$ cat config.mk
export PLATFORM = sky130hd
export DESIGN_NAME = psum_accumulator_flat
export DESIGN_NICKNAME = d
export VERILOG_FILES = /design/src/rtl/psum_accumulator_if.sv /design/src/rtl/psum_accumulator.sv /design/src/flat_wrapper.sv
export SDC_FILE = /design/constraint.sdc
export NUM_CORES = 1
export LEC_CHECK = 0
export ABC_AREA = 0
export CAP_MARGIN = 5
export CORE_MARGIN = 2
export CORE_UTILIZATION = 29
export CTS_CLUSTER_DIAMETER = 100
export DETAILED_ROUTE_END_ITERATION = 10
export PLACE_DENSITY_LB_ADDON = 0.25
export SLEW_MARGIN = 20
export SYNTH_ARGS = -nofsm -noshare
export SYNTH_HDL_FRONTEND = slang
export SYNTH_SLANG_ARGS = --single-unit
$ cat constraint.sdc
create_clock -name clk -period 5.2 [get_ports clk]
set_input_delay 1.04 -clock clk [delete_from_list [all_inputs] [get_ports clk]]
set_output_delay 1.04 -clock clk [all_outputs]
set_load 0.01 [all_outputs]
$ cat src/rtl/psum_accumulator_if.sv
// Handshake bundle between the pairwise adder, psum_accumulator and the
// activation/pooling stage: a valid/ready input channel carrying signed
// partial sums and a valid/ready output channel carrying saturated results.
interface psum_accumulator_if #(
    parameter int IN_W  = 16,
    parameter int OUT_W = 16
);
    logic             in_valid;
    logic             in_ready;
    logic [IN_W-1:0]  in_data;
    logic             out_valid;
    logic             out_ready;
    logic [OUT_W-1:0] out_data;
    logic             out_sat;

    // Producer/consumer side, i.e. whatever surrounds the accumulator
    modport master (
        output in_valid,
        output in_data,
        input  in_ready,
        input  out_valid,
        input  out_data,
        input  out_sat,
        output out_ready
    );

    // Accumulator side
    modport slave (
        input  in_valid,
        input  in_data,
        output in_ready,
        output out_valid,
        output out_data,
        output out_sat,
        input  out_ready
    );
endinterface

$ cat src/rtl/psum_accumulator.sv
// psum_accumulator: sums TAPS signed partial sums into one convolution output,
// saturates it to OUT_W bits and holds it on a valid/ready output until taken.
// Optional macro PSUM_RELU_EN fuses a ReLU after saturation (negative -> 0,
// out_sat cleared for that result).
module psum_accumulator #(
    parameter int IN_W  = 16,
    parameter int TAPS  = 3,
    parameter int ACC_W = 24,
    parameter int OUT_W = 16
) (
    input  logic                 clk,
    input  logic                 rst,
    input  logic                 clr,
    psum_accumulator_if.slave    bus,
    output logic [7:0]           tap_cnt
);

    typedef enum logic [0:0] {
        ST_ACC  = 1'b0,
        ST_HOLD = 1'b1
    } state_t;

    localparam logic signed [ACC_W-1:0] SAT_MAX = ACC_W'((64'sd1 <<< (OUT_W-1)) - 64'sd1);
    localparam logic signed [ACC_W-1:0] SAT_MIN = ~SAT_MAX;
    localparam logic [7:0]              LAST_TAP = 8'(TAPS - 1);

    // Clamp a full-width total into OUT_W bits; MSB of the result is the clip flag
    function automatic logic [OUT_W:0] saturate(input logic signed [ACC_W-1:0] total);
        logic [OUT_W:0] res;
        if (total > SAT_MAX) begin
            res = {1'b1, SAT_MAX[OUT_W-1:0]};
        end else if (total < SAT_MIN) begin
            res = {1'b1, SAT_MIN[OUT_W-1:0]};
        end else begin
            res = {1'b0, total[OUT_W-1:0]};
        end
`ifdef PSUM_RELU_EN
        if (res[OUT_W-1]) begin
            res = '0;
        end else begin
            res = res;
        end
`endif
        return res;
    endfunction

    state_t                   state_r, state_s;
    logic signed [ACC_W-1:0]  acc_r, acc_s;
    logic [7:0]               tap_cnt_r, tap_cnt_s;
    logic                     out_valid_r, out_valid_s;
    logic [OUT_W-1:0]         out_data_r, out_data_s;
    logic                     out_sat_r, out_sat_s;

    logic                     accept_s;
    logic signed [ACC_W-1:0]  ext_s;
    logic signed [ACC_W-1:0]  sum_s;
    logic [OUT_W:0]           sat_s;

    assign accept_s = bus.in_valid && (state_r == ST_ACC);
    assign ext_s    = {{(ACC_W-IN_W){bus.in_data[IN_W-1]}}, bus.in_data};
    assign sum_s    = acc_r + ext_s;
    assign sat_s    = saturate(sum_s);

    assign bus.in_ready  = (state_r == ST_ACC);
    assign bus.out_valid = out_valid_r;
    assign bus.out_data  = out_data_r;
    assign bus.out_sat   = out_sat_r;
    assign tap_cnt       = tap_cnt_r;

    // Next-state and datapath update; clr overrides everything else
    always_comb begin
        state_s     = state_r;
        acc_s       = acc_r;
        tap_cnt_s   = tap_cnt_r;
        out_valid_s = out_valid_r;
        out_data_s  = out_data_r;
        out_sat_s   = out_sat_r;
        if (clr) begin
            state_s     = ST_ACC;
            acc_s       = '0;
            tap_cnt_s   = 8'd0;
            out_valid_s = 1'b0;
        end else begin
            case (state_r)
                ST_ACC: begin
                    if (accept_s) begin
                        if (tap_cnt_r == LAST_TAP) begin
                            out_data_s  = sat_s[OUT_W-1:0];
                            out_sat_s   = sat_s[OUT_W];
                            out_valid_s = 1'b1;
                            acc_s       = '0;
                            tap_cnt_s   = 8'd0;
                            state_s     = ST_HOLD;
                        end else begin
                            acc_s     = sum_s;
                            tap_cnt_s = tap_cnt_r + 8'd1;
                        end
                    end else begin
                        state_s = ST_ACC;
                    end
                end
                ST_HOLD: begin
                    // Input is not taken in the handshake cycle; ACC resumes next cycle
                    if (out_valid_r && bus.out_ready) begin
                        out_valid_s = 1'b0;
                        state_s     = ST_ACC;
                    end else begin
                        state_s = ST_HOLD;
                    end
                end
                default: begin
                    state_s     = ST_ACC;
                    acc_s       = '0;
                    tap_cnt_s   = 8'd0;
                    out_valid_s = 1'b0;
                end
            endcase
        end
    end

    // State and output registers with asynchronous reset
    always_ff @(posedge clk or posedge rst) begin
        if (rst) begin
            state_r     <= ST_ACC;
            acc_r       <= '0;
            tap_cnt_r   <= 8'd0;
            out_valid_r <= 1'b0;
            out_data_r  <= '0;
            out_sat_r   <= 1'b0;
        end else begin
            state_r     <= state_s;
            acc_r       <= acc_s;
            tap_cnt_r   <= tap_cnt_s;
            out_valid_r <= out_valid_s;
            out_data_r  <= out_data_s;
            out_sat_r   <= out_sat_s;
        end
    end

endmodule
$ cat src/flat_wrapper.sv
// flat-port wrapper written by rule: the top's interface ports become plain ports
module psum_accumulator_flat 
#(
    parameter int IN_W  = 16,
    parameter int TAPS  = 3,
    parameter int ACC_W = 24,
    parameter int OUT_W = 16
)
  (clk, rst, clr, tap_cnt, bus_in_valid, bus_in_data, bus_in_ready, bus_out_valid, bus_out_data, bus_out_sat, bus_out_ready);
  psum_accumulator_if #(.IN_W(IN_W), .OUT_W(OUT_W)) bus_i ();
  input  logic clk;
  input  logic rst;
  input  logic clr;
  output logic [7:0] tap_cnt;
  input wire logic [$bits(bus_i.in_valid)-1:0] bus_in_valid;
  input wire logic [$bits(bus_i.in_data)-1:0] bus_in_data;
  output wire logic [$bits(bus_i.in_ready)-1:0] bus_in_ready;
  output wire logic [$bits(bus_i.out_valid)-1:0] bus_out_valid;
  output wire logic [$bits(bus_i.out_data)-1:0] bus_out_data;
  output wire logic [$bits(bus_i.out_sat)-1:0] bus_out_sat;
  input wire logic [$bits(bus_i.out_ready)-1:0] bus_out_ready;
  assign bus_i.in_valid = bus_in_valid;
  assign bus_i.in_data = bus_in_data;
  assign bus_in_ready = bus_i.in_ready;
  assign bus_out_valid = bus_i.out_valid;
  assign bus_out_data = bus_i.out_data;
  assign bus_out_sat = bus_i.out_sat;
  assign bus_i.out_ready = bus_out_ready;
  psum_accumulator #(.IN_W(IN_W), .TAPS(TAPS), .ACC_W(ACC_W), .OUT_W(OUT_W)) u_core (.clk(clk), .rst(rst), .clr(clr), .bus(bus_i), .tap_cnt(tap_cnt));
endmodule
Yosys cells after proc, flatten, opt, wreduce, memory -nomap -nowiden
Index checks and enable logic that the tools add are counted.
W data, S select, Z words.
{"block": "op_classes", "order_cmp": 2, "n_eq_ne": 5, "mul": 0, "muxes": 20, "shifts": 0, "add_sub_neg": 2, "bitwise_logic": 2, "div": 0, "n_reduce_logical": 6}
{"operator": "$mux W24", "n": 4}
{"operator": "$mux W17", "n": 2}
{"operator": "$mux W8", "n": 4}
{"operator": "$add A24 B16 Y24", "n": 1}
{"operator": "$gt A24 B16 Y1 const B", "n": 1}
{"operator": "$lt A24 B16 Y1 const B", "n": 1}
{"operator": "$add A8 B1 Y8 const B", "n": 1}
{"operator": "$eq A8 B2 Y1 const B", "n": 1}
{"operator": "$mux W1", "n": 8}
{"operator": "$ne A3 B2 Y1 const B", "n": 2}
{"operator": "$pmux W1 S2", "n": 2}
{"operator": "$reduce_and A4 Y1", "n": 1}
{"operator": "$ne A3 B3 Y1 const B", "n": 1}
{"operator": "$reduce_and A3 Y1", "n": 1}
{"operator": "$logic_and A1 B1 Y1", "n": 2}
{"operator": "$ne A2 B2 Y1 const B", "n": 1}
{"operator": "$not A1 Y1", "n": 2}
{"operator": "$reduce_and A2 Y1", "n": 1}
{"operator": "$reduce_bool A2 Y1", "n": 1}
{"block": "totals", "rom_bits": 0, "memories": 0, "latch_bits": 0, "inputBits": 21, "ram_bits": 0, "regBits": 51, "out_inout_bits": 27}

Logic depth before layout (Yosys ltp)
{"block": "depth", "depth_word": 5, "ltp_mapped": 13, "depth_no_buf": 12}

Worst setup path after synthesis
OpenSTA, ideal clock, no wires.
{"block": "synth_timing", "path_type": "input port to flip-flop", "startpoint": "input port bus_in_data[0]", "endpoint": "register u_core.out_data_r[12], in the netlist u_core.bus.out_data[12]", "path_slack_ps": 1808, "arrival_time_ps": 3312, "stages": 13, "path_cell_list": "ha_1 > inv_1 > fa_1 > nand2b_1 > a21oi_2 > o21ai_1 > a21oi_2 > a21o_1 > xnor2_1 > nor4_2 > a31oi_4 > buf_6 > o22ai_2"}
{"block": "synth_between", "elab_chain_len": 4, "elab_cells_between_ends": 5, "classes_between": "1 x add/sub; 2 x order compare; 2 x mux"}
{"element": "start, declared", "line_no": "flat_wrapper.sv:16", "text": "input wire logic [$bits(bus_i.in_data)-1:0] bus_in_data;"}
{"element": "$add A24 B16 Y24 *", "line_no": "psum_accumulator.sv:61", "text": "assign sum_s = acc_r + ext_s;"}
{"element": "$lt A24 B16 Y1", "line_no": "psum_accumulator.sv:32", "text": "end else if (total < SAT_MIN) begin"}
{"element": "$mux W17", "line_no": "psum_accumulator.sv:32"}
{"element": "$mux W17 *", "line_no": "psum_accumulator.sv:30", "text": "if (total > SAT_MAX) begin"}
{"element": "end signal, assigned", "line_no": "psum_accumulator.sv:135", "text": "out_data_r <= out_data_s;"}
{"element": "end, declared", "line_no": "psum_accumulator.sv:51", "text": "logic [OUT_W-1:0] out_data_r, out_data_s;"}
Mark *: on every way between the ends. The rest lies on a longest branch, timed or not.
A chain may end at the register's enable or synchronous reset.

Final worst setup path
{"block": "layout_timing", "startpoint": "input port bus_in_data[15]", "endpoint": "register u_core.out_data_r[0], in the netlist u_core.bus.out_data[0]"}
The elaborated chain is that of the path after synthesis.

==> results.sh <==
export IMPL_status="finished, final reports clean"
export IMPL_netlist_cell_type_count=66
export IMPL_cts_max_level=2
export IMPL_die_h_um=115
export IMPL_fill_cells=1245
export IMPL_clock_sinks=51
export IMPL_hold_path_end="u_core.acc_r[22]$_DFFE_PP0P_"
export IMPL_synth_top_area_share_pct=35.8
export IMPL_synth_avg_cell_area_um2=9.46
export IMPL_ys_seq_area_share_pct=35.8
export IMPL_start_kind="primary input"
export IMPL_clk_latency_ns=0.29
export IMPL_gr_total_overflow=0
export IMPL_max_freq_mhz=233
export IMPL_drt_first_pass_iters=4
export IMPL_num_antenna_cells=0
export IMPL_crit_type="primary input to flip-flop"
export IMPL_tritoncts="done"
export IMPL_initial_core_util_pct=29.7
export IMPL_gp_congestion=0.799
export IMPL_setup_violations=0
export IMPL_netlist_instances=377
export IMPL_worst_pin_slew_ns=0.945
export IMPL_tns_ns=0
export IMPL_clockBufferDepth=2
export IMPL_finalHoldViolations=0
export IMPL_regToRegEndpoint="u_core.bus.out_data[4]$_DFFE_PP0P_"
export IMPL_clkTransAtPathRegs_ns=0.07
export IMPL_portBuffers=47
export IMPL_cts_buffers=5
export IMPL_synth_xor_area_share_pct=6.32
export IMPL_syn_cell_area_um2=3570
export IMPL_vdd_ir_drop_max_mv=0.144
export IMPL_r2r_cells=12
export IMPL_final_cell_mix="dfrtp_1 (51), clkdlybuf4s50_1 (47), nand2_1 (36), nor2_1 (33), o21ai_0 (29)"
export IMPL_maxCapViolations=0
export IMPL_detail_route_iter0_violations=132
export IMPL_synth_area_leaders="dfrtp_1 (36%), ha_1 (8.8%), a22o_1 (4.4%)"
export IMPL_cellLeakagePower_uw=0.00182
export IMPL_grt_max_degree=52
export IMPL_r2r_slack_ns=2.01
export IMPL_synth_seq_cells=51
export IMPL_num_rows=40
export IMPL_post_cts_buffers=0
export IMPL_synth_edf_count=0
export IMPL_synth_adder_area_share_pct=9.33
export IMPL_grt_pass1_vias=2925
export IMPL_detail_route_antenna_nets=0
export IMPL_grt_pass1_wl_mm=14.8
export IMPL_dieWidth_um=115
export IMPL_syn_nets=424
export IMPL_io_pins=48
export IMPL_wl_per_cell_um=15.6
export IMPL_timing_final_crit_period_ns=4.29
export IMPL_relSlewSlack_pct=36.8
export IMPL_dp_hpwl_mm=6.59
export IMPL_grt_usage_pct=14.0
export IMPL_antenna_found_initial=0
export IMPL_synth_top_family_by_area="compound AO/OA/AOI/OAI gates"
export IMPL_drc_errors=0
export IMPL_worstHoldStart="u_core.acc_r[22]$_DFFE_PP0P_"
export IMPL_final_common_cell="dfrtp_1"
export IMPL_arrival_ns=4.42
export IMPL_clock_skew_ns=0.00833
export IMPL_yosysWarningCount=0
export IMPL_synth_top_cell_by_area="dfrtp_1"
export IMPL_vias_per_cell=5.20
export IMPL_fin_area_um2=4350
export IMPL_cts_root_buf="clkbuf_16"
export IMPL_syn_to_final_growth_pct=22.0
export IMPL_slew_violations=0
export IMPL_reg2reg_from="u_core.acc_r[0]$_DFFE_PP0P_"
export IMPL_dieArea_um2=13200
export IMPL_holdCritPathClass="flip-flop to flip-flop"
export IMPL_rsz0062_at_grt="no"
export IMPL_cts_repair_resized=0
export IMPL_cp_required_ns=5.34
export IMPL_synth_compound_area_share_pct=27.8
export IMPL_path_max_fanout=14
export IMPL_period_share_pct=82.4
export IMPL_yosys_most_used_dff="dfrtp_1"
export IMPL_core_um2=12000
export IMPL_drt_total_wl_mm=8.88
export IMPL_postPlaceCellArea_um2=4190
export IMPL_synth_simple_gate_area_share_pct=17.5
export IMPL_powerDensity_nw_per_um2=344
export IMPL_synth_async_reset_ratio_pct=100
export IMPL_cp_end_kind="flip-flop"
export IMPL_synth_mux_area_share_pct=0.561
export IMPL_whs_path_depth=2
export IMPL_via_count=2957
export IMPL_cts_hold_buf=0
export IMPL_drive_gt1_share_pct=11.4
export IMPL_nNetsFinal=469
synth_stat cells (all sizes together), types with 3 or more instances:
cell type,number
buf,3
nor2,36
xnor2,11
nand2,37
a21o,4
clkbuf,9
o22ai,15
a21oi,30
o21ai,35
and3,6
ha,25
dfrtp,51
xor2,13
nand4,4
inv,8
nand2b,5
or3,4
o211ai,5
nor2b,4
o21a,3
a22o,18
a31oi,3
nor3,9
and2,3
nand3,4
area by class of cell:
| cell class | count | area [µm²] | area share [%] |
|---|---|---|---|
| multi-input combinational | 306 | 2210 | 50.7 |
| timing repair buffer | 50 | 493 | 11.3 |
| tap | 147 | 184 | 4.23 |
| inverter | 8 | 30.0 | 0.690 |
| clock inverter | 2 | 37.5 | 0.863 |
| clock buffer | 5 | 125 | 2.88 |
| sequential | 51 | 1280 | 29.3 |
cells by family (layout without fill, tap and decap cells):
group | Yosys count | count (layout)
compound gates | 132 | 132
xor+xnor | 24 | 24
fa+ha+maj | 26 | 26
buf+inv | 20 | 65
flops | 51 | 51
mux | 2 | 2
simple gates | 122 | 122
worst max-delay path by stage:
stage                         start                                  end  slack, ns  cells after the start
detailed placement  bus_in_data[15]   u_core.bus.out_data[4]$_DFFE_PP0P_       0.64                     11
global route        bus_in_data[15]   u_core.bus.out_data[3]$_DFFE_PP0P_       0.73                     11
global placement    bus_in_data[15]   u_core.bus.out_data[4]$_DFFE_PP0P_       0.75                     11
CTS                 bus_in_data[15]   u_core.bus.out_data[4]$_DFFE_PP0P_       0.92                     11
finish              bus_in_data[15]   u_core.bus.out_data[0]$_DFFE_PP0P_       0.91                     11
floorplan            bus_in_data[0]  u_core.bus.out_data[12]$_DFFE_PP0P_       1.81                     13
critical path: stages:
cell and delay [ns]:
clkdlybuf4s50_1 0.65, ha_1 0.50, and3_4 0.23, and3_1 0.17
a22o_1 0.20, nor2_2 0.18, o21ai_1 0.10, o41a_1 0.39
xnor2_2 0.21, a31oi_4 0.58, o22ai_1 0.15
sequential cells by signal, indices dropped and copies added, names as in the netlist:
register              flops
u_core.bus.out_valid      1
u_core.bus.out_sat        1
u_core.tap_cnt            8
u_core.acc_r             24
u_core.bus.out_data      16
u_core.state_r            1
where the power goes:
part,internal [µW],switching (µW),total (µW)
Sequential,451,37.5,488
Clock,225,147,371
Combinational,274,363,636
Total,949,547,1500
stage by stage:
stage / utilization (%) / cells / hold WS, ns / setup WS [ns] / power [µW]
floorplan: - / 377 / 0.454 / 1.81 / 956
global placement: 34.9 / 562 / 0.479 / 0.752 / 1130
detailed placement: 34.9 / 562 / 0.485 / 0.637 / 1130
CTS: 36.2 / 569 / 0.500 / 0.922 / 1510
global route: 36.2 / 569 / 0.530 / 0.726 / 1600
finish: 36.2 / 569 / 0.494 / 0.914 / 1500
routing by layer:
metal  wire length (µm)  global-route usage [%]  vias up  share of wire (%)
met3                244                    1.85        7                2.7
met2               4240                    23.2       52                 48
met4                105                    4.10        0                1.2
li1                   -                       -     1482                  -
met1               4300                    19.2     1416                 48
met5                  0                       0        -                  0
Power figures use the tool's default switching activity.
==> RTL change: new RTL, same flow settings <==
`ACC_W` is set to 24 in 2 places; all go to 48.
--- a/src/rtl/psum_accumulator.sv
+++ b/src/rtl/psum_accumulator.sv
@@ -6,5 +6,5 @@
     parameter int IN_W  = 16,
     parameter int TAPS  = 3,
-    parameter int ACC_W = 24,
+    parameter int ACC_W = 48,
     parameter int OUT_W = 16
 ) (
--- a/src/flat_wrapper.sv
+++ b/src/flat_wrapper.sv
@@ -4,5 +4,5 @@
     parameter int IN_W  = 16,
     parameter int TAPS  = 3,
-    parameter int ACC_W = 24,
+    parameter int ACC_W = 48,
     parameter int OUT_W = 16
 )
Behaviour: no difference found for any inputs over 4 cycles, from zero or initial values and one cycle with rst high; that may be too few to reach the edited logic, so the function may still have changed.
==> RTL change against the unedited design <==
Routed wire length rose by 120%. Die area rose by 74%. Power rose by 80%. Design area rose by 78%. Setup slack got worse by 0.54 ns. Register-to-register slack got worse by 0.82 ns. Critical path depth rose by 2. Non-clock buffer count rose by 60. Synthesized area rose by 77%. Sequential cell count rose by 24. Count of clock-buffer cells in the layout rose by 5. Combinational power rose by 110%. First-iteration DRC count rose by 130%.
==> RTL change: results (changes against the unedited design) <==
[placement]
place_inst=1106  ; was 562
placed_cell_area_um2=7460  ; was 4190 µm²
pre_cts_slack_ns=-0.181  ; was 0.637 ns

[setup_path]
r2r_slack_ns=1.19  ; was 2.01 ns
slowest_stage=or4_1  ; was clkdlybuf4s50_1
arrival_ns=5.11  ; was 4.42 ns
crit_path_end=u_core.bus.out_data[8]  ; was u_core.bus.out_data[0]
critPathMaxFanout=27  ; was 14
crit_path_max_incr_delay_ns=0.54  ; was 0.65 ns

[timing]
fin_skew_ns=0.00856  ; was 0.00833 ns
hold_slack_ns=0.487  ; was 0.494 ns

[finish]
clk_share_pct=3.77  ; was 3.74%
seq-cell-share_pct=24.2  ; was 29.3%
drive_gt1_share_pct=13.8  ; was 11.4%
largest_reg_flops=48  ; was 24
multi_input_area_share_pct=54.2  ; was 50.7%

[routing]
first_pass_iters=6  ; was 4
wl_um=19600  ; was 8880 µm
dr.first_iter.drc_count=309  ; was 132
wl_per_cell_um=17.5  ; was 15.6 µm

[global_routing]
grt_pass1_wl_um=31600  ; was 14,800 µm
grt_max_degree=44  ; was 52
grt_pass1_vias=5811  ; was 2,925

[yosys]
ys_seq_area_share_pct=29.7  ; was 35.8%
synth_area_leaders=dfrtp_1 30%, ha_1 9.7%, a21oi_1 5.9%  ; was dfrtp_1 36%, ha_1 8.8%, a22o_1 4.4%
synth_cell_type_count=79  ; was 66
synth_adder_area_share_pct=10.0  ; was 9.33%
synth.area.mux_share_pct=0.673  ; was 0.561%
syn_avg_cell_area_um2=8.33  ; was 9.46 µm²
synth-compound-area-share_pct=30.0  ; was 27.8%

[die]
tapCellCount=275  ; was 147

[worst_hold_path]
whs_endpoint=u_core.acc_r[32]  ; was u_core.acc_r[22]

[status]
status=finished clean  ; unchanged

[power]
p_sw_share_pct=41.5  ; was 36.5%
vdd_drop_max_v=0.000181  ; was 0.000144 V

[clocking]
clock-sinks=75  ; was 51

==> RTL change: timing repair <==
action,in CTS,in global routing
hold buffers,0,0
gates resized for setup,0,2
endpoints found under the setup margin,0,15
==> RTL change: worst reg2reg max path: cells and delay by family (launching register included) <==
family | cells | cell delay (ns)
and+or+nand+nor | 4 | 0.93
AOI/OAI and AO/OA | 7 | 1.88
buffers and inverters | 2 | 0.20
DFF | 1 | 0.35
adders and majority gates | 2 | 0.55
==> RTL change: cells by family (layout without fill, tap and decap cells) <==
logic type               after synthesis  count (layout)
multiplexers                           4               4
buffers and inverters                 56             145
AND/OR/NAND/NOR                      255             255
flip-flops                            75              75
XOR/XNOR                              40              40
adder cells (fa/ha/maj)               50              50
AO/OA/AOI/OAI                        278             278
==> RTL change: routing by layer <==
layer | track usage (%) | vias to the layer above | part of all wire, %
li1 | - | 3013 | -
met1 | 25.9 | 2881 | 51
met5 | 0 | - | 0
met2 | 26.8 | 132 | 44
met3 | 3.08 | 32 | 3.4
met4 | 4.95 | 0 | 2.1
